## src/rtl/clk_tick_gen.sv

```systemverilog
// Multi-channel programmable tick generator: each channel emits a one-cycle tick
// every d enabled cycles and a square wave that toggles on every tick.
module clk_tick_gen #(
  parameter  int NUM_CH      = 4,
  parameter  int CNT_W       = 27,
  parameter  int DEFAULT_DIV = 50_000_000,
  localparam int CH_W        = (NUM_CH > 1) ? $clog2(NUM_CH) : 1
) (
  input  logic              clk,
  input  logic              rst,
  input  logic [NUM_CH-1:0] en,
  input  logic              sync_clr,
  input  logic              load,
  input  logic [CH_W-1:0]   ch_sel,
  input  logic [CNT_W-1:0]  div_in,
  output logic [CNT_W-1:0]  rd_div,
  output logic [NUM_CH-1:0] tick,
  output logic [NUM_CH-1:0] sq
);

  localparam logic [CNT_W-1:0] DIV_RST = CNT_W'(DEFAULT_DIV);

  logic [CNT_W-1:0] div_all [NUM_CH];

  genvar gi;
  generate
    for (gi = 0; gi < NUM_CH; gi++) begin : g_ch
      logic [CNT_W-1:0] div_reg;
      logic [CNT_W-1:0] cnt_reg;
      logic             tick_reg;
      logic             sq_reg;
      logic [CNT_W-1:0] last_cnt;
      logic             sel;

      // Divisors 0 and 1 both collapse to "tick every enabled cycle".
      assign last_cnt = (div_reg < CNT_W'(2)) ? '0 : div_reg - CNT_W'(1);
      assign sel      = load && (ch_sel == CH_W'(gi));

      always_ff @(posedge clk or posedge rst) begin
        if (rst) begin
          div_reg  <= DIV_RST;
          cnt_reg  <= '0;
          tick_reg <= 1'b0;
          sq_reg   <= 1'b0;
        end else if (sync_clr) begin
          cnt_reg  <= '0;
          tick_reg <= 1'b0;
          sq_reg   <= 1'b0;
        end else if (sel) begin
          // A load restarts the period and suppresses any coincident terminal tick.
          div_reg  <= div_in;
          cnt_reg  <= '0;
          tick_reg <= 1'b0;
        end else if (!en[gi]) begin
          tick_reg <= 1'b0;
        end else if (cnt_reg == last_cnt) begin
          cnt_reg  <= '0;
          tick_reg <= 1'b1;
          sq_reg   <= ~sq_reg;
        end else begin
          cnt_reg  <= cnt_reg + CNT_W'(1);
          tick_reg <= 1'b0;
        end
      end

      assign div_all[gi] = div_reg;
      assign tick[gi]    = tick_reg;
      assign sq[gi]      = sq_reg;
    end
  endgenerate

  always_comb begin
    rd_div = '0;
    for (int i = 0; i < NUM_CH; i++) begin
      if (ch_sel == CH_W'(i)) rd_div = div_all[i];
    end
  end

endmodule
```

## config.mk

```make
export PLATFORM = sky130hd
export DESIGN_NAME = clk_tick_gen
export DESIGN_NICKNAME = d
export VERILOG_FILES = /design/src/rtl/clk_tick_gen.sv
export SDC_FILE = /design/constraint.sdc
export NUM_CORES = 1
export LEC_CHECK = 0
export CORE_MARGIN = 2
export CORE_UTILIZATION = 56
export CTS_CLUSTER_DIAMETER = 200
export DETAILED_ROUTE_END_ITERATION = 7
export GPL_TIMING_DRIVEN = 0
export MAX_ROUTING_LAYER = met4
export PLACE_DENSITY = 0.75
export SETUP_SLACK_MARGIN = 0.5
export SLEW_MARGIN = 10
export SYNTH_ARGS = -nofsm -noshare
export SYNTH_HDL_FRONTEND = slang
export SYNTH_SLANG_ARGS = --single-unit
```

## constraint.sdc

```tcl
create_clock -name clk -period 7.3 [get_ports clk]
set_input_delay 1.46 -clock clk [delete_from_list [all_inputs] [get_ports clk]]
set_output_delay 1.46 -clock clk [all_outputs]
set_load 0.05 [all_outputs]
```

==> impl_metrics.py, run 1 <==
metrics = {
    "clock_network": {
        "cts-htree-levels": 1,
        "cts_resized": 0,
        "hold_buffers": 0,
        "clkTransAtPathRegs_ns": 0.06,
        "clk_path_buf_depth": 3,
        "root_buffer": "clkbuf_16",
        "clock_latency_ns": 0.55,
        "cts_sinks": 224,
        "cts_tree": "built",
        "post_cts_buffers": 0,
        "cts_buffers": 27,
    },
    "run_status": {
        "status": "complete, no violations",
    },
    "timing": {
        "drv_slew": 0,
        "fin_crit_sh": 0.839,
        "finalHoldViolCount": 0,
        "setup_viol": 0,
        "skew_ns": 0.0132,
        "slew_headroom": 0.360,
        "setup_tns_ns": 0,
        "layout_min_cycle_time_ns": 6.13,
        "rsz0062_at_grt": "false",
        "worst-slew-pin-transition_ns": 0.952,
        "max_freq_mhz": 163,
    },
    "synth": {
        "synth_edf_count": 0,
        "syn_area_sq_um": 15900,
        "synthTopCellsByCount": "dfrtp_1, nand2_1, nor2_1",
        "synth_cell_types": 99,
        "synth_fp_nets": 1775,
        "ys_warn_count": 0,
        "yosysTopAreaCell": "dfrtp_1",
        "synthArstFlopShare": 1.00,
        "synthFlopType": "dfrtp_1",
        "seq_area_frac_synth": 0.356,
        "ys_seq_elements": 224,
        "avgSynthCellArea_sq_um": 9.19,
        "synthTopCellsByArea": "dfrtp_1, dfstp_2, mux2_2, xnor2_1, mux4_2",
        "yosysTopAreaCellShare": 0.277,
        "synth.most_common_cell": "dfrtp_1",
        "synth_cells": 1730,
    },
    "pwr": {
        "combPwrFrac": 0.295,
        "totalPowerFinal_mw": 4.32,
        "power_frac_seq": 0.393,
        "power_density_nw_per_um2": 239,
        "ir_drop_mv": 0.223,
        "switching_share": 0.360,
        "p_int_mw": 2.77,
        "clock_power_share": 0.313,
        "p_switching_mw": 1.56,
        "leakage_nw": 6.84,
    },
    "setup_path": {
        "cp_cell_sequence": "clkbuf_1, buf_1, buf_1, mux4_2, clkdlybuf4s50_1",
        "max_stage_delay_ns": 0.78,
        "critPathSlowestCell": "buf_1",
        "worstSetupPathType": "input pin to output pin",
        "endpoint_kind": "output pin",
        "critPathMaxFanout": 10,
        "start_kind": "input pin",
        "critPathArrivalTime_ns": 4.67,
        "cpMostUsedCell": "buf_1",
        "crit_required_ns": 5.84,
    },
    "placement": {
        "port_buffers": 69,
        "gp_congestion": 0.968,
        "hpwl_mm": 35.9,
    },
    "grt": {
        "grt.met2_usage": 0.492,
        "grt_pass1_wl_mm": 75.9,
        "overflow": 0,
        "grt_use_met1": 0.448,
        "met3_usage": 0.0554,
        "antenna_found_initial": 0,
        "grt_pass1_vias": 13700,
        "grt_max_degree": 38,
        "grt_usage": 0.322,
        "busiest_layer": "met2",
    },
    "route": {
        "drt_pre_antenna_iters": 7,
        "wl_mm": 47.6,
        "avgRoutedWirePerCell_um": 21.3,
        "via_count": 14600,
        "drt_iter0_markers": 1439,
        "antenna_left": 0,
        "vias_per_cell": 6.55,
        "drc": 0,
    },
    "die": {
        "die_h_um": 173,
        "io_pins": 72,
        "num_rows": 61,
        "die_w_um": 173,
        "core_area_sq_um": 27900,
        "die-area_sq_um": 29800,
        "start_util": 0.571,
    },
    "final_layout": {
        "n_antenna_cell": 0,
        "area_growth_pct": 13.8,
        "drive_gt1_frac": 0.169,
        "nets": 1880,
        "post-route-util": 0.650,
    },
    "min_path": {
        "hold_class": "register to register",
    },
    "flow_run": {
        "maxCapViolations": 0,
    },
}
[stage by stage]
step                      setup WS (ns)  instance area [sq um]  instances  hold slack [ns]
after floorplan                    2.38                  15900       1730            0.495
after global placement             1.18                  17100       2177            0.528
after detailed placement           1.13                  17200       2184            0.543
after CTS                          1.11                  18100       2232            0.556
after global routing              0.985                  18100       2232            0.603
final                              1.17                  18100       2232            0.552
[final cells by class]
cell class	instances	area, sq um
plain buffers	126	569
well taps	378	473
flip-flops and latches	224	5670
repair buffers	76	838
inverters	37	143
clock buffers	32	704
fillers	2327	9760
clock inverters	16	164
multi-input cells	1343	9540
[kinds of logic (layout without fill, tap and decap cells)]
family	after synthesis	count (layout)	share of synthesized area
AOI/OAI and AO/OA	322	322	0.141
xor gates and xnor gates	149	149	0.0855
adders and majority gates	8	8	0.00629
buffers and inverters	163	287	0.0445
DFF	224	224	0.356
muxes	147	147	0.122
and+or+nand+nor	717	717	0.245
[power groups by stage]
stage	Combinational [mW]	Clock (mW)	Sequential [mW]
after floorplan	0.936	0	1.58
after global routing	1.36	1.41	1.71
after CTS	1.26	1.36	1.68
after detailed placement	1.25	0	1.70
after global placement	1.21	0	1.69
final	1.27	1.35	1.70
[layer usage]
layer  wire, um  vias to the layer above
met5          0                        -
met4       1140                        0
met3       4390                      101
met2      21600                      675
met1      20500                     7244
li1           -                     6598
[critical path: cells and delay by family]
family	cells	cell delay [ns]
buffers and inverters	4	2.53
muxes	1	0.66
[final timing paths]
| check | startpoint | endpoint | slack, ns | cells past startpoint |
|---|---|---|---|---|
| worst max-delay path | ch_sel[1] | rd_div[25] | 1.17 | 5 |
| worst min-delay path | g_ch[1].sq_reg$_DFFE_PP0P_ | g_ch[1].sq_reg$_DFFE_PP0P_ | 0.55 | 3 |
| worst max register to register | g_ch[1].div_reg[0]$_DFFE_PP0P_ | g_ch[1].cnt_reg[6]$_DFFE_PP0P_ | 2.76 | 16 |
| worst min register to register | g_ch[1].sq_reg$_DFFE_PP0P_ | g_ch[1].sq_reg$_DFFE_PP0P_ | 0.55 | 3 |
| max in group asynchronous | rst | g_ch[2].cnt_reg[21]$_DFFE_PP0P_ | 4.73 | 6 |
| min in group asynchronous | rst | g_ch[0].cnt_reg[26]$_DFFE_PP0P_ | 1.29 | 2 |
[placed cells by master, fill, tap and decap left out, drive strengths merged, types with 22 or more instances in the layout]
cell	count
mux2	103
nand3	75
o21ai	93
inv	36
nor2	131
dfrtp	176
clkbuf	113
xnor2	80
or2	22
nand4	32
or3	31
a21oi	41
mux4	27
nor4	48
clkdlybuf4s50	69
a21o	25
xor2	65
or4	24
and3	31
nor3	73
nand2	158
buf	52
dfstp	48
Power figures use the tool's default switching activity.
==> run 2, diff against run 1 <==
CORE_UTILIZATION = 62   (was 56)
PLACE_DENSITY = 0.78   (was 0.75)
clock period = 6.4 ns   (was 7.3 ns; I/O delays follow)
==> impl_metrics.py, run 2 (synthesized netlist as in run 1, its figures left out) <==
metrics = {
    "run_status": {
        "status": "complete, no violations",
    },
    "clock_network": {
        "cts_tree": "built",
        "root_buffer": "clkbuf_16",
        "cts-htree-levels": 1,
        "cts_sinks": 224,
        "clock_latency_ns": 0.55,
        "clkTransAtPathRegs_ns": 0.06,
        "post_cts_buffers": 0,
        "cts_buffers": 26,
        "clk_path_buf_depth": 3,
    },
    "grt": {
        "grt_pass1_vias": 13600,
        "overflow": 0,
        "grt_usage": 0.366,
        "grt_pass1_wl_mm": 75.0,
        "grt_max_degree": 40,
        "antenna_found_initial": 0,
    },
    "setup_path": {
        "critPathArrivalTime_ns": 4.25,
        "critPathMaxFanout": 10,
        "endpoint_kind": "output pin",
        "crit_required_ns": 5.12,
        "rrSetupSlack_ns": 1.78,
        "cpMostUsedCell": "clkdlybuf4s50_1",
        "start_kind": "input pin",
        "max_stage_delay_ns": 0.83,
        "crit_buf_inv": 4,
        "cp_cell_sequence": "clkdlybuf4s50_1, buf_1, clkbuf_1, mux4_2, clkdlybuf4s50_1",
        "cp_top_family": "buffers and inverters",
        "critPathSlowestCell": "clkdlybuf4s50_1",
        "worstSetupPathType": "input pin to output pin",
    },
    "route": {
        "antenna_left": 0,
        "drt_pre_antenna_iters": 6,
        "drt_iter0_markers": 1557,
        "wl_mm": 47.9,
        "vias_per_cell": 6.65,
        "avgRoutedWirePerCell_um": 21.9,
        "drc": 0,
        "via_count": 14500,
    },
    "final_layout": {
        "drive_gt1_frac": 0.168,
        "multiInputGateArea_sq_um": 9530,
        "mostFrequentLayoutCell": "dfrtp_1",
        "finalNonFillerCells": 2183,
        "nets": 1878,
        "post-route-util": 0.715,
        "seq_area_sq_um": 5670,
        "area_growth_pct": 13.2,
        "nFillCells": 1923,
        "final_cell_mix": "dfrtp_1, nand2_1, nor2_1, mux2_2, o21ai_0",
        "post-route-cell-area_sq_um": 18000,
        "n_antenna_cell": 0,
    },
    "placement": {
        "hpwl_mm": 35.6,
        "gp_congestion": 0.974,
        "port_buffers": 69,
        "dp_cells": 2135,
        "dpl_cell_area_sq_um": 17100,
    },
    "timing": {
        "layout_min_cycle_time_ns": 5.53,
        "drv_slew": 0,
        "slew_headroom": 0.174,
        "timing.hold.ws_ns": 0.554,
        "worst-slew-pin-transition_ns": 1.23,
        "fin_crit_sh": 0.864,
        "max_freq_mhz": 181,
        "skew_ns": 0.0169,
        "rsz0062_at_grt": "false",
        "setup_viol": 0,
        "finalHoldViolCount": 0,
        "setup_tns_ns": 0,
    },
    "pwr": {
        "leakage_nw": 6.83,
        "ir_drop_mv": 0.252,
        "power_density_nw_per_um2": 274,
    },
    "die": {
        "core_area_sq_um": 25200,
        "die_h_um": 164,
        "die_w_um": 164,
        "start_util": 0.632,
        "num_rows": 58,
        "die-area_sq_um": 27000,
        "io_pins": 72,
    },
    "flow_run": {
        "maxCapViolations": 0,
    },
    "min_path": {
        "hold_class": "register to register",
    },
}
## run 2: path summary, 6_finish.rpt
| check | from | endpoint | cells past startpoint |
|---|---|---|---|
| setup / recovery | ch_sel[0] | rd_div[18] | 5 |
| hold / removal | g_ch[3].sq_reg$_DFFE_PP0P_ | g_ch[3].sq_reg$_DFFE_PP0P_ | 2 |
| setup reg to reg | g_ch[2].div_reg[2]$_DFFE_PP0P_ | g_ch[2].cnt_reg[24]$_DFFE_PP0P_ | 12 |
| hold reg to reg | g_ch[3].sq_reg$_DFFE_PP0P_ | g_ch[3].sq_reg$_DFFE_PP0P_ | 2 |
| max in group asynchronous | rst | g_ch[2].div_reg[14]$_DFFE_PP1P_ | 5 |
| min in group asynchronous | rst | g_ch[3].tick_reg$_DFF_PP0_ | 2 |
## run 2: layout make-up
type,count,area share
multi-input combinational,1343,0.529
buffer,126,0.0321
timing repair buffer,75,0.0450
clock inverter,11,0.00764
inverter,37,0.00792
clock buffer,37,0.0407
tap,330,0.0229
sequential,224,0.315
## run 2: through the flow
step	setup WS, ns	power, mW
3_5_place_dp	0.655	3.36
5_1_grt	0.786	5.11
2_1_floorplan	1.84	2.87
4_1_cts	0.623	4.90
6_report	0.868	4.94
3_3_place_gp	0.451	3.31
## run 2: layer usage
layer	vias to the layer above	track usage	routed length, um
met1	7173	0.495	20100
met4	0	0.0921	1260
met5	-	-	0
met2	657	0.558	22000
li1	6599	-	-
met3	88	0.0846	4480
## run 2: power by group
group | total [mW] | internal, mW | switching, mW
clock network | 1.54 | 0.917 | 0.622
logic | 1.46 | 0.628 | 0.834
registers | 1.94 | 1.62 | 0.315
total | 4.94 | 3.17 | 1.77
## run 2: worst min-delay path, cell delays in order, from the launching register on
cell,delay (ns)
dfrtp_1,0.36
xor2_1,0.08
nor2_1,0.08
## run 2: repair_timing
item,in CTS,in global routing
gates resized for setup,0,5
hold buffers,0,0
endpoints found under the setup margin,0,10
==> run 3, diff against run 2 <==
CAP_MARGIN = 20   (was not set)
CORE_MARGIN = not set   (was 2)
==> impl_metrics.py, run 3 (synthesized netlist as in run 1, its figures left out) <==
metrics = {
    "die": {
        "core_area_sq_um": 25200,
        "die_h_um": 162,
        "die-area_sq_um": 26300,
        "start_util": 0.632,
        "num_rows": 58,
        "die_w_um": 162,
        "io_pins": 72,
    },
    "placement": {
        "port_buffers": 69,
        "gp_congestion": 0.938,
        "hpwl_mm": 35.5,
    },
    "run_status": {
        "status": "complete, no violations",
    },
    "clock_network": {
        "post_cts_buffers": 0,
        "cts_sinks": 224,
        "clock_latency_ns": 0.55,
        "cts_tree": "built",
        "clkTransAtPathRegs_ns": 0.06,
        "cts_buffers": 26,
        "cts-htree-levels": 1,
        "clk_path_buf_depth": 3,
        "root_buffer": "clkbuf_16",
    },
    "timing": {
        "setup_tns_ns": 0,
        "timing.hold.ws_ns": 0.545,
        "rsz0062_at_grt": "false",
        "skew_ns": 0.0175,
        "worst-slew-pin-transition_ns": 0.890,
        "finalHoldViolCount": 0,
        "max_freq_mhz": 183,
        "layout_min_cycle_time_ns": 5.48,
        "drv_slew": 0,
        "slew_headroom": 0.402,
        "setup_viol": 0,
        "fin_crit_sh": 0.856,
    },
    "grt": {
        "overflow": 0,
        "grt_pass1_vias": 13800,
        "grt_pass1_wl_mm": 75.5,
        "grt_usage": 0.376,
        "grt_max_degree": 37,
        "antenna_found_initial": 0,
    },
    "setup_path": {
        "critPathSlowestCell": "clkdlybuf4s50_1",
        "start_kind": "input pin",
        "endpoint_kind": "output pin",
        "cp_cell_sequence": "clkdlybuf4s50_1, buf_1, clkbuf_1, mux4_2, clkdlybuf4s50_1",
        "critPathArrivalTime_ns": 4.20,
        "cp_top_family": "buffers and inverters",
        "cpMostUsedCell": "clkdlybuf4s50_1",
        "max_stage_delay_ns": 0.82,
        "critPathMaxFanout": 10,
        "crit_required_ns": 5.12,
        "worstSetupPathType": "input pin to output pin",
        "crit_buf_inv": 4,
    },
    "final_layout": {
        "area_growth_pct": 13.7,
        "nets": 1880,
        "drive_gt1_frac": 0.170,
        "final_cell_mix": "dfrtp_1, nand2_1, nor2_1, mux2_2, o21ai_0",
        "n_antenna_cell": 0,
        "mostFrequentLayoutCell": "dfrtp_1",
    },
    "route": {
        "avgRoutedWirePerCell_um": 21.7,
        "drt_pre_antenna_iters": 6,
        "via_count": 14500,
        "drc": 0,
        "drt_iter0_markers": 1318,
        "wl_mm": 47.3,
        "antenna_left": 0,
        "vias_per_cell": 6.65,
    },
    "pwr": {
        "power_density_nw_per_um2": 276,
        "totalPowerFinal_mw": 4.99,
        "ir_drop_mv": 0.248,
        "leakage_nw": 6.88,
    },
    "min_path": {
        "hold_class": "register to register",
    },
    "flow_run": {
        "maxCapViolations": 0,
    },
}
## run 3: cell type report
class | instances | area, sq um
Multi-Input combinational cell | 1343 | 9530
Fill cell | 1900 | 7090
Sequential cell | 224 | 5670
Timing Repair Buffer | 77 | 836
Clock buffer | 41 | 830
Buffer | 126 | 578
Tap cell | 330 | 413
Inverter | 37 | 143
Clock inverter | 7 | 92.6
## run 3: worst register-to-register path: cells and delay by family, from the launching register on
kind                       cells  cell delay (ns)
DFF                            1             0.50
buffers and inverters          2             0.41
and+or+nand+nor                3             0.90
adders and majority gates      1             0.22
AOI/OAI and AO/OA              7             2.38
## run 3: power by group
group | switching (mW) | leakage (nW) | total, mW | internal (mW)
clock | 0.629 | 0.457 | 1.60 | 0.967
sequential | 0.316 | 2.84 | 1.94 | 1.62
combinational | 0.823 | 3.58 | 1.45 | 0.630
total | 1.77 | 6.88 | 4.99 | 3.22
## run 3: worst paths after layout
kind	startpoint	end	slack [ns]	cells after the start
worst max-delay path	ch_sel[0]	rd_div[17]	0.92	5
worst min-delay path	g_ch[1].sq_reg$_DFFE_PP0P_	g_ch[1].sq_reg$_DFFE_PP0P_	0.54	3
worst max register to register	g_ch[2].div_reg[1]$_DFFE_PP0P_	g_ch[2].cnt_reg[24]$_DFFE_PP0P_	1.88	13
worst min register to register	g_ch[1].sq_reg$_DFFE_PP0P_	g_ch[1].sq_reg$_DFFE_PP0P_	0.54	3
max in group asynchronous	rst	g_ch[0].div_reg[12]$_DFFE_PP1P_	4.31	5
min in group asynchronous	rst	g_ch[0].sq_reg$_DFFE_PP0P_	1.04	2
## run 3: through the flow
step,util,cells,area (sq um),worst slack [ns]
floorplan,-,1730,15900,1.84
global route,0.718,2185,18100,0.789
detailed placement,0.681,2136,17200,0.619
finish,0.718,2185,18100,0.925
CTS,0.718,2184,18100,0.617
global placement,0.676,2129,17000,0.458
## run 3: timing repair
action,4_1_cts,5_1_grt
hold buffers,0,0
endpoints found under the setup margin,0,11
gates resized for setup,0,5
endpoints found under the hold margin,0,0
## run 3: routing by layer
layer | GRT usage | part of all wire | up-vias
met1 | 0.517 | 0.42 | 7187
met5 | - | 0 | -
met3 | 0.0664 | 0.092 | 109
li1 | - | - | 6586
met2 | 0.560 | 0.45 | 641
met4 | 0.127 | 0.034 | 0
